$ cat config.mk
export PLATFORM = sky130hd
export DESIGN_NAME = tt_um_example
export DESIGN_NICKNAME = d
export VERILOG_FILES = /design/src/rtl/tt_rand_pkg.sv /design/src/rtl/rand_lfsr16.sv /design/src/rtl/tt_um_example.sv
export SDC_FILE = /design/constraint.sdc
export NUM_CORES = 1
export LEC_CHECK = 0
export CAP_MARGIN = 40
export CORE_AREA = 2 2 76 107
export DETAILED_ROUTE_END_ITERATION = 7
export DIE_AREA = 0 0 78 109
export MAX_ROUTING_LAYER = met4
export PLACE_DENSITY = 0.81
export SETUP_SLACK_MARGIN = 0.1
export SLEW_MARGIN = 20
export SYNTH_ARGS = -nofsm -noshare
export SYNTH_HDL_FRONTEND = slang
export SYNTH_SLANG_ARGS = --single-unit
export TNS_END_PERCENT = 30
$ cat constraint.sdc
create_clock -name clk -period 5.8 [get_ports clk]
set_input_delay 0.87 -clock clk [delete_from_list [all_inputs] [get_ports clk]]
set_output_delay 0.87 -clock clk [all_outputs]
set_load 0.01 [all_outputs]
$ cat src/rtl/tt_rand_pkg.sv
// Shared constants and helpers for the LFSR random byte generator.
// Imported by the LFSR core and the tt_um_example top.
package tt_rand_pkg;

  localparam logic [15:0] LFSR_TAPS    = 16'hB400;
  localparam logic [15:0] SEED_DEFAULT = 16'hACE1;
  localparam logic [7:0]  MAX_DEFAULT  = 8'hFF;

  localparam int UIO_LOAD_LO = 0;
  localparam int UIO_LOAD_HI = 1;
  localparam int UIO_RUN     = 2;
  localparam int UIO_STEP    = 3;
  localparam int UIO_SET_MAX = 4;
  localparam int UIO_BOUNDED = 5;
  localparam int UIO_NEW_VAL = 6;
  localparam int UIO_PARITY  = 7;

  localparam logic [7:0] UIO_OE_VAL = 8'b1100_0000;

  // One right-shifting Galois step
  function automatic logic [15:0] lfsr_next(input logic [15:0] s);
    return (s >> 1) ^ (s[0] ? LFSR_TAPS : 16'h0000);
  endfunction

  // Map a byte into 0..mx via (v * (mx+1)) >> 8
  function automatic logic [7:0] scale(input logic [7:0] v,
                                       input logic [7:0] mx);
    logic [8:0]  m;
    logic [16:0] p;
    m = {1'b0, mx} + 9'd1;
    p = {9'd0, v} * {8'd0, m};
    return 8'(p >> 8);
  endfunction

endpackage

$ cat src/rtl/rand_lfsr16.sv
// 16-bit Galois LFSR with byte-wise seed loading.
// A load that would yield all-zero falls back to the default seed.
module rand_lfsr16
  import tt_rand_pkg::*;
(
  input  logic        clk,
  input  logic        rst,
  input  logic        load_lo,
  input  logic        load_hi,
  input  logic [7:0]  data,
  input  logic        adv,
  output logic [15:0] state
);

  logic [15:0] state_q;
  logic [15:0] state_d;
  logic [15:0] loaded;

  // Next state: load has priority over advance
  always_comb begin
    loaded  = state_q;
    state_d = state_q;
    if (load_lo) loaded[7:0]  = data;
    if (load_hi) loaded[15:8] = data;
    if (load_lo || load_hi)
      state_d = (loaded == 16'h0000) ? SEED_DEFAULT : loaded;
    else if (adv)
      state_d = lfsr_next(state_q);
  end

  // State register
  always_ff @(posedge clk) begin
    if (rst) state_q <= SEED_DEFAULT;
    else     state_q <= state_d;
  end

  assign state = state_q;

endmodule

$ cat src/rtl/tt_um_example.sv
// Random byte generator top: step edge detect, bound scaling,
// registered output byte with new-value strobe and parity.
module tt_um_example
  import tt_rand_pkg::*;
(
  input  logic       clk,
  input  logic       rst_n,
  input  logic       ena,
  input  logic [7:0] ui_in,
  input  logic [7:0] uio_in,
  output logic [7:0] uo_out,
  output logic [7:0] uio_out,
  output logic [7:0] uio_oe
);

  logic        rst;
  logic        load_lo;
  logic        load_hi;
  logic        run;
  logic        step;
  logic        set_max;
  logic        bounded;
  logic        step_rise;
  logic        adv;
  logic [15:0] lfsr_state;
  logic [7:0]  nxt_lo;
  logic        unused_ok;

  logic       step_q, step_d;
  logic [7:0] max_q, max_d;
  logic [7:0] uo_q, uo_d;
  logic       new_val_q, new_val_d;

  // The harness name is kept, but this reset is active-high
  assign rst     = rst_n;
  assign load_lo = uio_in[UIO_LOAD_LO];
  assign load_hi = uio_in[UIO_LOAD_HI];
  assign run     = uio_in[UIO_RUN];
  assign step    = uio_in[UIO_STEP];
  assign set_max = uio_in[UIO_SET_MAX];
  assign bounded = uio_in[UIO_BOUNDED];

  assign step_rise = step & ~step_q;
  assign adv = ~(load_lo | load_hi) & (run | step_rise);

  rand_lfsr16 u_lfsr (
    .clk     (clk),
    .rst     (rst),
    .load_lo (load_lo),
    .load_hi (load_hi),
    .data    (ui_in),
    .adv     (adv),
    .state   (lfsr_state)
  );

  assign nxt_lo = 8'(lfsr_next(lfsr_state));

  // Output byte, bound register and strobe next-state
  always_comb begin
    step_d    = step;
    max_d     = set_max ? ui_in : max_q;
    new_val_d = adv;
    uo_d      = uo_q;
    if (adv)
      uo_d = bounded ? scale(nxt_lo, max_q) : nxt_lo;
  end

  // Registers
  always_ff @(posedge clk) begin
    if (rst) begin
      step_q    <= 1'b0;
      max_q     <= MAX_DEFAULT;
      uo_q      <= 8'h00;
      new_val_q <= 1'b0;
    end else begin
      step_q    <= step_d;
      max_q     <= max_d;
      uo_q      <= uo_d;
      new_val_q <= new_val_d;
    end
  end

  assign uo_out  = uo_q;
  assign uio_out = {^uo_q, new_val_q, 6'b00_0000};
  assign uio_oe  = UIO_OE_VAL;

  assign unused_ok = ^{ena, uio_in[7:6]};

endmodule

======== Word-level counts from Yosys, hierarchy flattened ========
Cells that the tools add are included.
storage, ports and cells
  logic and storage cells ................. 25
  flip-flop bits (word level) ............. 34
cells by class
  bitwise gates (word level) .............. 7
  add/sub/neg operators ................... 1
  multiplexer cells ....................... 7
  $mul .................................... 1
  reductions and logical operators ........ 4
operators with widths
  operator             number
  $mux 16              4
  $mux 8               3
  $logic_not 16->1     1
  $mul 8x9->16         1
  $xor 15x16->16       1
  $add 8x1->9 const B  1
  $reduce_xor 8->1     1
  $and 1x1->1          2
  $not 1->1            2
  $or 1x1->1           2
  $reduce_bool 2->1    1
  $logic_or 1x1->1     1

======== Depth between registers and ports, before layout ========
Gate-level depths: netlist of the first run.
  word-level depth ........................ 6
  depth in mapped cells ................... 18
  gate-level depth less buffers ........... 17

======== Modules after synthesis ========
From an unflattened synthesis of the first run, not the netlist that was laid out.
unflattened totals
  cell total of the unflattened synthesis .. 475
  area total of the unflattened synthesis .. 4227.8 um^2
by module, submodules not included
  module         sequential area each (um^2)  cells an instance  instances  area each (um^2)
  tt_um_example  360.3                        374                1          3259.4
  rand_lfsr16    320.3                        101                1          968.4

======== Worst setup path before layout of the first run ========
Ideal clock, no wire load.
  path kind ............................... reg2reg
  from .................................... reg max_q[0]
  to ...................................... reg uo_q[4] (netlist: uo_out[4])
  arrival ................................. 4758 ps
  period minus slack after synthesis ...... 4875 ps
  data required time ...................... 5683 ps
  path slack .............................. 925 ps
  stages on the path, launching flop included .. 18
  setup time .............................. 117 ps
  cells stage by stage .................... dfxtp_1 > buf_2 > and3_1 > nand3_1 > xor2_1 > nor2b_1 > fa_1 > fa_1 > fa_1 > inv_1 > fa_1 > inv_1 > ha_1 > a21oi_1 > a21boi_1 > a2111oi_0 > mux2i_1 > nand2_1
between the ends
  word-level cells in the longest chain between the ends .. 3
ends and longest elaborated chain
  item                    line                 text
  start, declared         tt_um_example.sv:30  logic [7:0] max_q, max_d;
  start signal, assigned  tt_um_example.sv:77  max_q <= max_d;
  $add 8x1->9             tt_rand_pkg.sv:30    m = {1'b0, mx} + 9'd1;
  $mul 8x9->16            tt_rand_pkg.sv:31    p = {9'd0, v} * {8'd0, m};
  $mux 8                  tt_um_example.sv:65  uo_d = bounded ? scale(nxt_lo, max_q) : nxt_lo;
  end signal, assigned    tt_um_example.sv:78  uo_q <= uo_d;
  end, declared           tt_um_example.sv:31  logic [7:0] uo_q, uo_d;
Every way passes these cells.
A chain may end at the register's enable or synchronous reset.

======== Final worst setup path of the first run ========
  from .................................... reg max_q[1]
  to ...................................... reg uo_q[5] (netlist: uo_out[5])
The elaborated chain is that of the path after synthesis.

==> run summary, run 1 <==
### Status
* run status: finished, final reports clean

### Clock network
* TritonCTS Buffers: 5
* PostCTS Resize Cnt: 0
* total of hold buffers inserted after clock tree synthesis: 0
* TritonCTS clock tree: done
* total number of clock tree sinks: 34
* maximum level of the CTS H-tree: 2
* clock-pin slew on the worst setup and hold paths: 0.07 ns
* cell chosen for the clock root: clkbuf_8
* buffers inserted during post-CTS setup optimization: 0
* clock latency of the later-clocked register in the worst-skew pair: 0.30 ns
* deepest clock path buffer count: 2

### Power
* part of the total power dissipated in combinational logic: 77.5%
* switching power: 1.06 mW
* power per cell area: 454 nW/µm²
* share of total power in sequential cells: 13.8%
* Pwr Total: 2.16 mW
* Sw Share: 49.2%
* clock network fraction of total power: 8.7%
* Power Internal: 1.10 mW
* Lkg Pwr: 2.13 nW
* worst supply voltage drop on vdd: 0.288 mV

### Floorplan
* total number of placement rows: 38
* core region area: 7610 µm²
* die boundary height: 109 µm
* Die Width: 78 µm
* floorplan die area: 8500 µm²
* starting density of the core: 57.3%
* count of boundary I/O pins: 43

### Timing
* Slew @ Worst Pin: 0.802 ns
* final-layout setup total negative slack: 0 ns
* headroom to the max-slew limit: 46.2%
* RSZ-0062 raised after global routing: false
* final clock period utilization by the worst path: 92.1%
* final setup violation count: 0
* Pins Over Slew Limit: 0
* endpoints failing hold: 0
* fin crit period: 5.34 ns
* highest clock rate: 0.187 GHz
* skew final: 0.00373 ns

### Min path
* hold depth: 2
* class of the most critical hold timing path: reg2reg
* startpoint of the lowest-slack hold path: uo_out[3]

### Place
* final weighted congestion in routability-driven placement: 0.928
* post-detailed-placement half-perimeter wirelength: 8.33 mm
* cell count after placement: 627
* placed standard-cell area: 4640 µm²
* number of buffers added on ports: 25

### Cells and area
* non-filler cells in the finished layout: 635
* n_diodes: 0
* count of filler cells inserted in the layout: 674
* Total Nets Final: 626
* fraction of layout instances using a drive strength above 1: 5.98%
* Design Area, Final: 4750 µm²
* layout-stage area growth over the synthesis result: 9.04%
* core utilization of the finished layout: 62.5%

### Route
* DRC violation count after routing: 0
* remaining antenna violation count after routing: 0
* detailed-route wire length: 10.7 mm
* via total after detailed routing: 3789
* Vias/cell: 5.97
* number of optimization iterations in the first detailed-route pass: 5
* drt first-iter violations: 228
* wire per inst: 16.9 µm

### Yosys
* Post-synth ARST share: 0%
* number of instances in the synthesized netlist: 516
* register area share after synthesis: 15.6%
* number of enable-type register cells in the synthesized netlist: 0
* netlist area before placement: 4360 µm²
* Most used DFF post-synth: dfxtp_1
* Avg Cell Area, Syn: 8.45 µm²
* count of state elements after synthesis: 34
* number of warnings reported in the yosys synthesis log: 0
* number of library cell types mapped by synthesis: 60

### Worst setup path
* crit path from: max_q[1]
* Worst Reg-to-Reg Cells: 17
* data required time of the worst path: 5.99 ns
* Crit. End Element: register
* kind of critical path: reg2reg
* largest fanout on the critical path: 5
* worst reg2reg startpoint: max_q[1]
* Critical Path Source Type: register
* critical path data arrival time: 5.53 ns

### Global route
* global-route usage over all layers: 28.0%
* grt ovf: 0
* via count of the first global-routing pass: 3945
* initial antenna violation count: 0
* pin count of the biggest net entering global routing: 26
* wire length of the first global-routing pass: 18.3 mm

### Run
* MaxCap Viol Count: 0

-- cell families after synthesis --
| kind of cell | synth area share [%] |
|---|---|
| adders and majority gates | 27.8 |
| xor gates and xnor gates | 4.42 |
| and+or+nand+nor | 23.0 |
| muxes | 4.28 |
| other | 0.172 |
| DFF | 15.6 |
| AOI/OAI and AO/OA | 14.7 |
| buffers and inverters | 9.93 |
-- layout by cell type (no fill, tap or decap), types with 10 or more instances in the layout --
cell type,instances
a21oi_1,13
nor3_1,12
a211oi_1,10
o21ai_1,14
dfxtp_1,34
and2_1,23
clkdlybuf4s50_1,25
nand2_1,30
nor2_1,41
mux2i_1,13
buf_4,10
conb_1,14
inv_1,50
xnor2_1,11
fa_1,40
nand2b_1,13
ha_1,33
nor2b_1,29
-- final timing paths --
path,endpoint,slack (ns)
setup / recovery,uo_out[5],0.46
hold / removal,uo_out[3],0.53
setup reg to reg,uo_out[5],0.46
hold reg to reg,uo_out[3],0.53
-- layout make-up --
cell class | count | area (µm²) | area share, %
well taps | 100 | 125 | 2.63
clock inverters | 2 | 12.5 | 0.263
clock buffers | 6 | 82.6 | 1.74
inverters | 53 | 199 | 4.18
multi-input cells | 404 | 3310 | 69.7
flip-flops and latches | 34 | 681 | 14.3
repair buffers | 36 | 340 | 7.16
-- state kept, by name (all words and copies together), names as in the netlist --
signal        cells
u_lfsr.state     16
max_q             8
uo_out            8
new_val_q         1
step_q            1
-- stage by stage --
step	hold WS [ns]	setup WS (ns)
after floorplan	0.484	0.925
after global placement	0.515	0.463
after detailed placement	0.525	0.351
after CTS	0.535	0.339
after global routing	0.549	0.100
final	0.533	0.457
-- synthesized netlist by cell type (all sizes together) (10+ instances only) --
master,count,area (µm²)
inv,53,199
mux2i,13,130
nand2b,13,81.3
nor2b,29,181
nor2,43,176
a211oi,10,75.1
a21oi,14,73.8
xnor2,13,114
o21ai,21,105
clkbuf,16,60.1
fa,40,801
ha,33,413
dfxtp,34,681
buf,21,174
nand2,30,113
and2,23,144
nor3,12,60.1
-- power groups by stage --
stage / Clock (mW) / Sequential (mW) / Combinational, mW
after floorplan: 0 / 0.291 / 1.22
after global placement: 0 / 0.301 / 1.61
after detailed placement: 0 / 0.302 / 1.64
after CTS: 0.191 / 0.297 / 1.66
after global routing: 0.198 / 0.300 / 1.91
final: 0.188 / 0.298 / 1.67
-- worst max-delay path, stage by stage, from the launching register on --
cell and delay, ns:
dfxtp_1 0.38, ha_1 0.20, nand3_1 0.15, xor2_1 0.46
buf_4 0.24, nor2_1 0.05, fa_1 0.47, fa_1 0.52
fa_1 0.55, inv_1 0.06, fa_1 0.53, inv_1 0.04
ha_1 0.24, a2111oi_0 0.50, o211ai_1 0.21, and3_1 0.23
a211oi_1 0.29, o21ai_1 0.11
-- routing by layer --
metal  routed length (µm)  vias up  global-route usage, %
met5                    0        -                      -
met2                 5620      143                   49.7
met4                  506        0                   16.3
met3                  576       52                   4.14
met1                 4030     1837                   29.6
li1                     -     1757                      -
Note: power is estimated with default switching activity, not from simulation.
==> inputs of run 2 (changes only) <==
--- a/config.mk
+++ b/config.mk
@@ -5,12 +5,11 @@
 export SDC_FILE = /design/constraint.sdc
 export NUM_CORES = 1
 export LEC_CHECK = 0
-export CAP_MARGIN = 40
-export CORE_AREA = 2 2 76 107
+export CORE_AREA = 2 2 80 113
 export DETAILED_ROUTE_END_ITERATION = 7
-export DIE_AREA = 0 0 78 109
+export DIE_AREA = 0 0 82 115
 export MAX_ROUTING_LAYER = met4
-export PLACE_DENSITY = 0.81
+export PLACE_DENSITY = 0.76
 export SETUP_SLACK_MARGIN = 0.1
 export SLEW_MARGIN = 20
 export SYNTH_ARGS = -nofsm -noshare
==> constraint.sdc (replaced) <==
create_clock -name clk -period 4.9 [get_ports clk]
set_input_delay 0.735 -clock clk [delete_from_list [all_inputs] [get_ports clk]]
set_output_delay 0.735 -clock clk [all_outputs]
set_load 0.01 [all_outputs]
==> run 2 against run 1 <==
Compared with the run above:
- clock power up 120%
- wire length grew 11%
- non-clock buffer count grew 37
- core utilization rose by 2.6 points
- critical path depth is 1 higher
- global-route usage decreased by 2.1 points
- worst setup slack got worse by 0.36 ns
- sequential share of layout area decreased by 1.7 points
- first-iteration DRC count shrank 16%
- critical path type unchanged
- highest routed layer unchanged
==> run summary, run 2 (synthesized netlist as in run 1, its figures left out) <==
### Power
* switching power: 1.52 mW, +43%
* Lkg Pwr: 2.41 nW, +13%
* part of the total power dissipated in combinational logic: 77.4%, about the same
* worst supply voltage drop on vdd: 0.424 mV, +47%
* Power Internal: 1.87 mW, +70%
* clock network fraction of total power: 12.4%, +3.7 points
* share of total power in sequential cells: 10.3%, -3.5 points
* power per cell area: 619 nW/µm², +36%
* Pwr Total: 3.39 mW, +57%
* Sw Share: 44.8%, -4.4 points

### Floorplan
* starting density of the core: 51.9%, -5.5 points
* floorplan die area: 9430 µm², +11%
* core region area: 8410 µm², +11%
* die boundary height: 115 µm, +5.5%
* total number of placement rows: 40, +5.3%
* count of boundary I/O pins: 43, unchanged
* Die Width: 82 µm, +5.1%

### Place
* number of buffers added on ports: 25, unchanged
* post-detailed-placement half-perimeter wirelength: 8.61 mm, +3.3%
* final weighted congestion in routability-driven placement: 0.940, +1.3%

### Route
* drt first-iter violations: 192, -16%
* DRC violation count after routing: 0, unchanged
* remaining antenna violation count after routing: 0, unchanged
* detailed-route wire length: 11.9 mm, +11%
* Vias/cell: 5.92, -0.76%
* via total after detailed routing: 4009, +5.8%
* wire per inst: 17.6 µm, +3.9%
* number of optimization iterations in the first detailed-route pass: 5, unchanged

### Cells and area
* Seq. cell area: 691 µm², +1.5%
* n_diodes: 0, unchanged
* number of flip-flops under the largest register name: 16, unchanged
* fraction of layout instances using a drive strength above 1: 20.8%, +15 points
* commonest non-fill, non-tap cells in the layout: inv_1, buf_4, fa_1
* footprint of the multi-input gates: 3630 µm², +9.4%
* most frequent standard cell in the layout excluding fill and tap cells: inv_1
* Total Nets Final: 663, +5.9%
* layout-stage area growth over the synthesis result: 25.5%
* count of filler cells inserted in the layout: 669, -0.74%

### Timing
* final clock period utilization by the worst path: 98.0%, +5.8 points
* Pins Over Slew Limit: 0, unchanged
* highest clock rate: 0.208 GHz, +11%
* final-layout setup total negative slack: 0 ns, unchanged
* headroom to the max-slew limit: 47.2%, +1.0 points
* final setup violation count: 0, unchanged
* endpoints failing hold: 0, unchanged
* Slew @ Worst Pin: 0.787 ns, -0.0155 ns
* RSZ-0062 raised after global routing: true
* skew final: 0.00217 ns, -0.00157 ns
* fin crit period: 4.80 ns, -0.544 ns

### Global route
* global-route usage over all layers: 25.9%, -2.1 points
* met2 global-route usage: 43.9%, -5.8 points
* pin count of the biggest net entering global routing: 26, unchanged
* grt ovf: 0, unchanged
* wire length of the first global-routing pass: 18.5 mm, +1.5%
* initial antenna violation count: 0, unchanged
* met3 usage: 2.43%, -1.7 points
* via count of the first global-routing pass: 4098, +3.9%
* busiest layer in global routing: met2
* GR Util met1: 29.0%, -0.66 points

### Worst setup path
* Crit. End Element: register
* data required time of the worst path: 5.04 ns, -0.95 ns
* Worst Reg-to-Reg Cells: 18, +1
* timing endpoint of the critical path: uo_out[3]
* critical path data arrival time: 4.94 ns, -0.59 ns
* endpoint of the worst register-to-register path: uo_out[3]
* largest fanout on the critical path: 4, -1
* Critical Path Source Type: register
* crit path from: max_q[0]
* reg-to-reg slack, setup: 0.10 ns, -0.36 ns
* worst reg2reg startpoint: max_q[0]
* kind of critical path: reg2reg

### Clock network
* TritonCTS clock tree: done
* cell chosen for the clock root: clkbuf_16
* clock-pin slew on the worst setup and hold paths: 0.06 ns, about the same
* TritonCTS Buffers: 5, unchanged
* deepest clock path buffer count: 2, unchanged
* maximum level of the CTS H-tree: 2, unchanged
* total number of clock tree sinks: 34, unchanged
* clock latency of the later-clocked register in the worst-skew pair: 0.28 ns, -0.02 ns

### Run
* MaxCap Viol Count: 0, unchanged

### Min path
* class of the most critical hold timing path: reg2reg

### Status
* run status: finished, final reports clean

-- run 2: cell count changes in the layout (fill, tap and decap cells not counted), sizes merged --
cell and change:
bufinv +2, clkbuf -1, buf +37, clkinvlp -1
-- run 2: worst min-delay path by stage --
stage	from	to	slack, ns	depth (start not counted)
6_report	max_q[1]	max_q[1]	0.52	2
2_1_floorplan	max_q[1]	max_q[1]	0.48	2
3_3_place_gp	uo_out[3]	uo_out[3]	0.52	2
5_1_grt	uo_out[3]	uo_out[3]	0.56	2
3_5_place_dp	uo_out[3]	uo_out[3]	0.53	2
4_1_cts	max_q[1]	max_q[1]	0.51	2
-- run 2: metal layers --
| metal | vias up | share of wire [%] |
|---|---|---|
| met3 | 58 | 4.8 |
| met1 | 1934 | 37 |
| met5 | - | 0 |
| met2 | 183 | 53 |
| met4 | 0 | 5.0 |
| li1 | 1834 | - |
-- run 2: power by group through the flow --
stage | logic [mW] | clock network [mW] | registers [mW]
finish | 2.62 | 0.419 | 0.349
global route | 2.85 | 0.433 | 0.352
detailed placement | 2.10 | 0 | 0.351
global placement | 2.06 | 0 | 0.349
CTS | 2.27 | 0.422 | 0.345
floorplan | 1.45 | 0 | 0.345
-- run 2: timing repair --
action	in CTS	in global routing
pin swaps	4	34
hold buffers	0	0
gates resized for setup	20	52
endpoints found under the setup margin	7	8
buffers inserted	3	7
-- run 2: stage by stage --
stage / utilization (%) / area (µm²) / hold slack (ns) / cells / setup WS [ns]
finish: 65.1 / 5470 / 0.525 / 677 / 0.100
detailed placement: 57.6 / 4840 / 0.527 / 659 / -0.245
floorplan: - / 4410 / 0.484 / 528 / 0.0720
global route: 65.1 / 5470 / 0.559 / 677 / 0.00204
CTS: 61.4 / 5160 / 0.510 / 670 / 0.0708
global placement: 57.6 / 4840 / 0.516 / 659 / -0.161
-- run 2: final cells by class --
class	count	share of cell area, %
multi-input cells	404	66.3
well taps	105	2.40
repair buffers	73	11.5
clock inverters	3	1.26
clock buffers	5	2.29
inverters	53	3.64
flip-flops and latches	34	12.6
-- run 2: critical path, cell delays in order (launching register included) --
cell       delay [ns]
dfxtp_4          0.37
ha_4             0.15
nand3_4          0.11
xor2_2           0.22
buf_6            0.14
buf_4            0.11
buf_4            0.12
nor2b_1          0.05
fa_1             0.40
fa_1             0.53
fa_1             0.63
fa_2             0.47
ha_4             0.19
a2111oi_4        0.35
buf_4            0.17
o211ai_1         0.14
and3_4           0.24
o22ai_2          0.16
a31oi_1          0.10
==> inputs of run 3 (changes only) <==
--- a/config.mk
+++ b/config.mk
@@ -11,7 +11,7 @@
 export MAX_ROUTING_LAYER = met4
 export PLACE_DENSITY = 0.76
 export SETUP_SLACK_MARGIN = 0.1
-export SLEW_MARGIN = 20
+export SLEW_MARGIN = 5
 export SYNTH_ARGS = -nofsm -noshare
 export SYNTH_HDL_FRONTEND = slang
 export SYNTH_SLANG_ARGS = --single-unit
==> results of run 3 <==
Same layout as run 2: the final DEF is identical, and so are final timing and power.
==> patch: new RTL, settings of run 3 <==
`uo_q` no longer has a reset.
--- a/src/rtl/tt_um_example.sv
+++ b/src/rtl/tt_um_example.sv
@@ -72,3 +72,2 @@
       max_q     <= MAX_DEFAULT;
-      uo_q      <= 8'h00;
       new_val_q <= 1'b0;
@@ -77,5 +76,8 @@
       max_q     <= max_d;
-      uo_q      <= uo_d;
       new_val_q <= new_val_d;
     end
+  end
+
+  always_ff @(posedge clk) begin
+    uo_q <= uo_d;
   end
Function: differs if rst_n is asserted again (counterexample within 4 cycles, from zero or initial values and one cycle with rst_n high); with rst_n held inactive, the same outputs for 4 cycles.
==> patch against run 3 <==
  * Sequential share of layout area grew 2.7 points
  * Total power shrank 16%
  * Setup slack gained 7.3 ps
  * Area after synthesis shrank 6.1%
  * Cell area shrank 7.9%
  * Sequential cell count is the same
  * Routed wire length shrank 19%
  * Critical path depth shrank 1
  * Critical path type unchanged
  * Largest power group unchanged
==> patch: results (changes against run 3) <==
[run_status]
status = completed

[place]
place_congestion = 0.896  ; -4.7%
numPlacedInstances = 583  ; -12%
dp_hpwl_um = 7350  ; -15%

[finish]
register_area_um2 = 772  ; +12%
n_all_inverters = 52  ; -1.9%
nNetsFinal = 586  ; -12%
layout-drive-gt1-share_pct = 19.0  ; -1.8 points
seq_cells = 34  ; unchanged
nonClkBufAreaFrac_pct = 10.4  ; -1.1 points
diodes = 1  ; +1
multi_input_area_um2 = 3270  ; -9.7%
stdcell_area_um2 = 5040  ; -7.9%
clk_share_pct = 2.81  ; -0.74 points
nFillCells = 725  ; +8.4%
final_core_util_pct = 59.9  ; -5.1 points
n_all_buffers = 59  ; -19%

[power_and_ir_drop]
clk-power_uw = 306  ; -27%
swShare_pct = 42.9  ; -2.0 points
vdd_drop_max_mv = 0.374  ; -12%
p_leak_uw = 0.00223  ; -7.5%

[timing]
period_needed_ps = 4790  ; -7.25 ps
skew_ps = 2.16  ; -0.00353 ps
worst_pin_slew_ps = 914  ; +128 ps

[grt]
grt_pass1_wl_um = 16600  ; -10%
grt_pass1_vias = 3515  ; -14%
antenna_found_initial = 1  ; +1
grt_max_degree = 27  ; +3.8%

[critical_path]
critPathMaxFanout = 5  ; +1
r2r-end = uo_out[3]$_DFFE_PP_
cp.arrival_ps = 4820  ; -120 ps
worst-r2r-cell-count = 17  ; -1

[routing]
routedWlPerCell_um = 16.1  ; -8.3%
dr_total_vias = 3209  ; -20%
dr.pass1.iters = 4  ; -1

[synthesis]
ys_top_cells_by_count = 52 x inv_1, 46 x nor2b_1, 40 x fa_1
synth_edf_count = 8  ; +8
synthDistinctLibCells = 50  ; -17%
yosysSeqAreaShare_pct = 18.6  ; +3.0 points

[hold_path]
min_from = u_lfsr.state[13]$_SDFFE_PP1P_

## patch: critical path, delay by kind of cell (launching register included)
kind / cells / cell delay [ps]
buffers and inverters: 2 / 190
adder cells (fa/ha/maj): 5 / 2200
multiplexers: 1 / 270
AO/OA/AOI/OAI: 3 / 530
AND/OR/NAND/NOR: 4 / 600
flip-flops: 1 / 370
XOR/XNOR: 2 / 370
## patch: how the worst min path moves through the flow
| stage | end | depth (start not counted) | slack [ps] |
|---|---|---|---|
| final | u_lfsr.state[12]$_SDFFE_PP0P_ | 2 | 580 |
| after global placement | u_lfsr.state[12]$_SDFFE_PP0P_ | 2 | 560 |
| after detailed placement | u_lfsr.state[12]$_SDFFE_PP0P_ | 2 | 570 |
| after CTS | u_lfsr.state[12]$_SDFFE_PP0P_ | 2 | 580 |
| after floorplan | u_lfsr.state[3]$_SDFFE_PP0P_ | 2 | 490 |
| after global routing | u_lfsr.state[12]$_SDFFE_PP0P_ | 2 | 620 |
## patch: cells by family after synthesis
logic type | after synthesis | synth area share [%]
fa+ha+maj | 73 | 29.6
flops | 34 | 18.6
simple gates | 136 | 18.7
xor+xnor | 27 | 5.78
other cells | 2 | 0.183
mux | 22 | 5.56
buf+inv | 88 | 9.63
compound gates | 70 | 11.9
## patch: what timing repair did
item / CTS / global route
setup buffers: 8 / 1
pin swaps: 26 / 13
endpoints found under the setup margin: 7 / 6
gates resized for setup: 28 / 10
## patch: routing by layer
metal | track usage [%] | up-vias | share of wire, %
li1 | - | 1543 | -
met1 | 24.6 | 1561 | 37
met5 | - | - | 0
met2 | 42.4 | 74 | 57
met4 | 13.4 | 0 | 3.6
met3 | 3.14 | 31 | 2.6
